[config.mk]
export PLATFORM = sky130hd
export DESIGN_NAME = logic_fold_unit
export DESIGN_NICKNAME = d
export VERILOG_FILES = /design/src/rtl/logic_fold_unit.sv
export SDC_FILE = /design/constraint.sdc
export NUM_CORES = 1
export LEC_CHECK = 0
export BUFFER_PORTS_ARGS = -buffer_cell sky130_fd_sc_hd__buf_2
export CAP_MARGIN = 20
export CORE_MARGIN = 2
export CORE_UTILIZATION = 45
export CTS_CLUSTER_DIAMETER = 100
export DETAILED_ROUTE_END_ITERATION = 8
export GPL_ROUTABILITY_DRIVEN = 0
export PLACE_DENSITY_LB_ADDON = 0.3
export SLEW_MARGIN = 10
export SYNTH_ARGS = -nofsm -noshare
export SYNTH_HDL_FRONTEND = slang
export SYNTH_SLANG_ARGS = --single-unit
[constraint.sdc]
create_clock -name clk -period 4.5 [get_ports clk]
set_input_delay 0.9 -clock clk [delete_from_list [all_inputs] [get_ports clk]]
set_output_delay 0.9 -clock clk [all_outputs]
set_load 0.02 [all_outputs]
[src/rtl/logic_fold_unit.sv]
// logic_fold_unit: registered bitwise AND/OR/XOR/NAND over operand pairs or folded bursts, valid/ready on both sides
module logic_fold_unit #(
  parameter int W = 8,
  parameter int MAX_BEATS = 16,
  localparam int CW = $clog2(MAX_BEATS + 1)
) (
  input  logic          clk,
  input  logic          rst,
  input  logic [1:0]    op,
  input  logic          mode,
  input  logic          in_valid,
  output logic          in_ready,
  input  logic [W-1:0]  A,
  input  logic [W-1:0]  B,
  input  logic          last,
  output logic          out_valid,
  input  logic          out_ready,
  output logic [W-1:0]  Q,
  output logic [CW-1:0] count
);
  typedef enum logic [1:0] {IDLE, FOLD, HOLD} state_t;
  state_t state_q, state_d;
  logic [W-1:0] q_q, q_d, acc_q, acc_d, first, nxt;
  logic [CW-1:0] count_q, count_d, beats_q, beats_d, nbeats;
  logic [1:0] op_q, op_d;
  logic accept;
  function automatic logic [W-1:0] apply(input logic [1:0] o, input logic [W-1:0] x, input logic [W-1:0] y);
    return o == 2'd0 ? x & y : o == 2'd1 ? x | y : o == 2'd2 ? x ^ y : ~(x & y);
  endfunction
  assign in_ready  = !rst && (state_q != HOLD || out_ready);
  assign accept    = in_valid && in_ready;
  assign out_valid = state_q == HOLD;
  assign Q         = q_q;
  assign count     = count_q;
  assign first     = apply(op, A, B);
  assign nxt       = apply(op_q, acc_q, A);
  assign nbeats    = beats_q + 1'b1;
  always_comb begin
    state_d = state_q;
    q_d     = q_q;
    count_d = count_q;
    acc_d   = acc_q;
    beats_d = beats_q;
    op_d    = op_q;
    if (accept && state_q != FOLD) begin
      if (mode) begin
        acc_d   = first;
        beats_d = CW'(1);
        op_d    = op;
      end
      if (!mode || last) begin
        q_d     = first;
        count_d = CW'(1);
        state_d = HOLD;
      end else state_d = FOLD;
    end else if (accept) begin
      acc_d   = nxt;
      beats_d = nbeats;
      // a burst that reaches MAX_BEATS closes even without last
      if (last || nbeats == CW'(MAX_BEATS)) begin
        q_d     = nxt;
        count_d = nbeats;
        state_d = HOLD;
      end
    end else if (state_q == HOLD && out_ready) state_d = IDLE;
  end
  always_ff @(posedge clk or posedge rst) begin
    if (rst) begin
      state_q <= IDLE;
      q_q     <= '0;
      count_q <= '0;
      acc_q   <= '0;
      beats_q <= '0;
      op_q    <= '0;
    end else begin
      state_q <= state_d;
      q_q     <= q_d;
      count_q <= count_d;
      acc_q   <= acc_d;
      beats_q <= beats_d;
      op_q    <= op_d;
    end
  end
endmodule
==> metrics.md <==
| Metric | Value |
|---|---|
| Largest net degree at the start of global routing | `31` |
| Clock Skew | `between 8 and 9 ps` |
| Launching instance or port of the critical path | `rst` |
| Final hold violations | `0` |
| Setup repair after global routing missed its margin | `no` |
| Horizontal die dimension | `78.7 µm` |
| TritonCTS clock tree | `built` |
| Cell with the biggest individual delay on the critical path | `sky130_fd_sc_hd__nor3_4` |
| Initial Utilization | `46.2%` |
| Number of buffers on the longest clock path | `2` |
| Placeable Area | `0.00544 mm²` |
| Area fraction in compound gates after synthesis | `14.8%` |
| Register-to-register path setup slack | `2110 ps` |
| Launching element type of the critical path | `primary input` |
| First-pass detailed-route iteration total | `4` |
| Fraction of layout cells with a size suffix above 1 | `26.1%` |
| Path type of the worst min-delay path | `flip-flop to flip-flop` |
| Clock-pin slew on the worst setup and hold paths | `70 ps` |
| Cell Area, Synth | `around 0.0025 mm²` |
| Power after layout | `roughly 1.3 mW` |
| Synth-to-Final Area Change | `11.5%` |
| Number of antenna repair diodes | `0` |
| WP data required | `roughly 4700 ps` |
| Antenna violations before repair | `0` |
| Worst setup slack before clock tree synthesis | `1490 ps` |
| Number of storage elements in the synthesis netlist | `30` |
| Slew Limit Headroom | `about two fifths` |
| Gate family responsible for the most delay along the worst path | `simple AND/OR/NAND/NOR gates` |
| Routed vias/inst | `5.18` |
| Pin slew with the least headroom to its limit | `920 ps` |
| Maximum single-stage delay on the critical path | `~770 ps` |
| Type of destination of the critical path | `flip-flop` |
| Clock buffer count from CTS | `5` |
| Worst-path maximum fanout | `23` |
| GRT Util Overall | `between 10% and 20%` |
| Category of the most critical setup path | `primary input to flip-flop` |
| Worst Hold Launch | `Q[5]$_DFFE_PP0P_` |
| Die extent in y | `78.7 µm` |
| Buffers added on ports | `38` |
| Detailed-route wire length per cell | `13.0 µm` |
| Number of buffers inserted by hold repair at cts | `0` |
| Clock Sink Count | `30` |
| Multiplexer share of the synthesized area | `16.2%` |
| Depth of the CTS H-tree | `2` |
| Proportion of synthesized chip area in sequential cells | `~30%` |
| Simple logic cell fraction of the synthesized area | `13.6%` |
| Synth warn | `0` |
| Max-cap violations | `0` |
| Summed negative setup slack over all endpoints | `0 ps` |
| Worst IR Drop VDD | `~0.00029 V` |
| Mean cell area of the mapped netlist | `9.41 µm²` |
| Data arrival time of the critical path | `2870 ps` |
| Critical R2R Launch | `state_q[0]$_DFFE_PP0P_` |
| Congestion Overflow GR | `0` |
| Cell breakdown of the critical path | `buf_2 > nand2b_2 > nor3_4 > a21o_1 > mux2_2` |
| Area of the die | `0.00619 mm²` |
| Result of the run | `completed` |
| HPWL after DPL | `between 3000 and 4000 µm` |
| Cell variety after synth | `36` |
| Net count of the finished layout | `356` |
| Site row count | `27` |
| Post-Synth XOR/XNOR Area | `1.05%` |
| Clock period minus worst slack | `2700 ps` |
| Highest Clock Rate | `0.371 GHz` |
| Final wirelength | `4830 µm` |
| Power per cell area | `454 mW/mm²` |
| Final critical-path share of the clock period | `59.9%` |
| Net count after synthesis | `about 320` |
| First DRT Iteration DRCs | `71` |
| CTS resizes | `0` |
| Clk Latency, worst-skew pair | `290 ps` |
| Critical path buffer and inverter count | `1` |
| DRC violations left | `0` |
| Post-detailed-route count of antenna-violating nets | `0` |
| Post-CTS Setup Repair Bufs | `0` |
| Setup-violating endpoint count in the final report | `0` |
| First-pass GRT wire length | `approximately 8400 µm` |
| Number of I/O pins | `39` |
| Number of global-route vias before repair | `1,901` |
| Post-route worst setup slack | `roughly 1800 ps` |
| Synth Area in Adders | `16.4%` |
| Syn Inst Count | `approximately 270` |
| Final count of pins violating max slew | `0` |
| Cell at the root of the clock tree | `sky130_fd_sc_hd__clkbuf_8` |
| Combinational family with the most area after synthesis | `adder cells` |
| Leak Pwr | `1.42 nW` |
| DR vias | `around 1,900` |
cell type report:
cell class | count | area, µm²
fillers | 529 | 2640
repair buffers | 39 | 198
multi-input cells | 190 | 1560
inverters | 33 | 124
flip-flops and latches | 30 | 751
clock inverters | 2 | 10.0
clock buffers | 5 | 68.8
well taps | 72 | 90.1
per-stage QoR:
stage                     utilization (%)  hold WS (ps)  std cells  instance area, µm²
final                                51.5           506        371                2800
after global routing                 51.5           527        371                2800
after CTS                            51.5           511        371                2800
after detailed placement             50.0           488        364                2720
after global placement               50.0           489        364                2720
after floorplan                         -           498        267                2510
cells in the final DEF, fill, tap and decap left out, types with 3 or more instances in the layout:
| cell type | instances |
|---|---|
| sky130_fd_sc_hd__mux2i_1 | 11 |
| sky130_fd_sc_hd__inv_1 | 33 |
| sky130_fd_sc_hd__nand2_1 | 9 |
| sky130_fd_sc_hd__o21ai_0 | 11 |
| sky130_fd_sc_hd__nor2b_1 | 11 |
| sky130_fd_sc_hd__mux2_4 | 10 |
| sky130_fd_sc_hd__a21o_1 | 3 |
| sky130_fd_sc_hd__a211oi_1 | 17 |
| sky130_fd_sc_hd__a21oi_1 | 21 |
| sky130_fd_sc_hd__nor2_1 | 24 |
| sky130_fd_sc_hd__buf_2 | 38 |
| sky130_fd_sc_hd__nor3_1 | 4 |
| sky130_fd_sc_hd__mux2_2 | 13 |
| sky130_fd_sc_hd__dfrtp_1 | 30 |
| sky130_fd_sc_hd__clkbuf_8 | 5 |
| sky130_fd_sc_hd__ha_1 | 33 |
kinds of logic (layout without fill, tap and decap cells):
| group | count (synthesis) | count (layout) |
|---|---|---|
| compound gates | 58 | 58 |
| xor+xnor | 3 | 3 |
| simple gates | 62 | 62 |
| buf+inv | 47 | 79 |
| mux | 34 | 34 |
| fa+ha+maj | 33 | 33 |
| flops | 30 | 30 |
power by group:
part / switching [mW] / internal (mW)
logic: 0.291 / 0.286
registers: 0.114 / 0.373
clock network: 0.101 / 0.103
metal layers:
layer	vias up	track usage (%)	share of wire, %
li1	967	-	-
met5	-	0	0
met1	920	21.2	46
met2	27	29.6	49
met3	9	2.95	3.3
met4	0	8.07	1.8
registers in the layout (all words and copies together), names as in the netlist:
name and count:
count 5, acc_q 8, op_q 2, Q 8
state_q 2, beats_q 5
synth_stat cells (all sizes together):
cell type	count	area, µm²
a21bo	1	10.0
xnor2	1	8.76
and2b	2	17.5
o21ai	12	63.8
and3	1	7.51
clkbuf	6	22.5
a211oi	17	128
a21o	3	22.5
dfrtp	30	751
nor2b	11	68.8
mux2	23	297
and2	1	6.26
a41oi	1	16.3
nor3b	1	18.8
xor2	2	17.5
nand4	1	6.26
nand3	2	10.0
inv	33	124
nand2	9	33.8
o21bai	1	11.3
nor2	24	90.1
nor3	6	52.6
mux2i	11	110
buf	8	55.1
ha	33	413
a31oi	1	6.26
a22o	1	8.76
a21oi	21	105
nand2b	3	21.3
nand4b	1	8.76
path summary, 6_finish.rpt:
path	to	cells past startpoint
max	acc_q[3]$_DFFE_PP0P_	5
min	Q[5]$_DFFE_PP0P_	1
max reg2reg	acc_q[3]$_DFFE_PP0P_	4
min reg2reg	Q[5]$_DFFE_PP0P_	1
max in group asynchronous	Q[0]$_DFFE_PP0P_	3
min in group asynchronous	count[0]$_DFFE_PP0P_	3
Power figures use the tool's default switching activity.
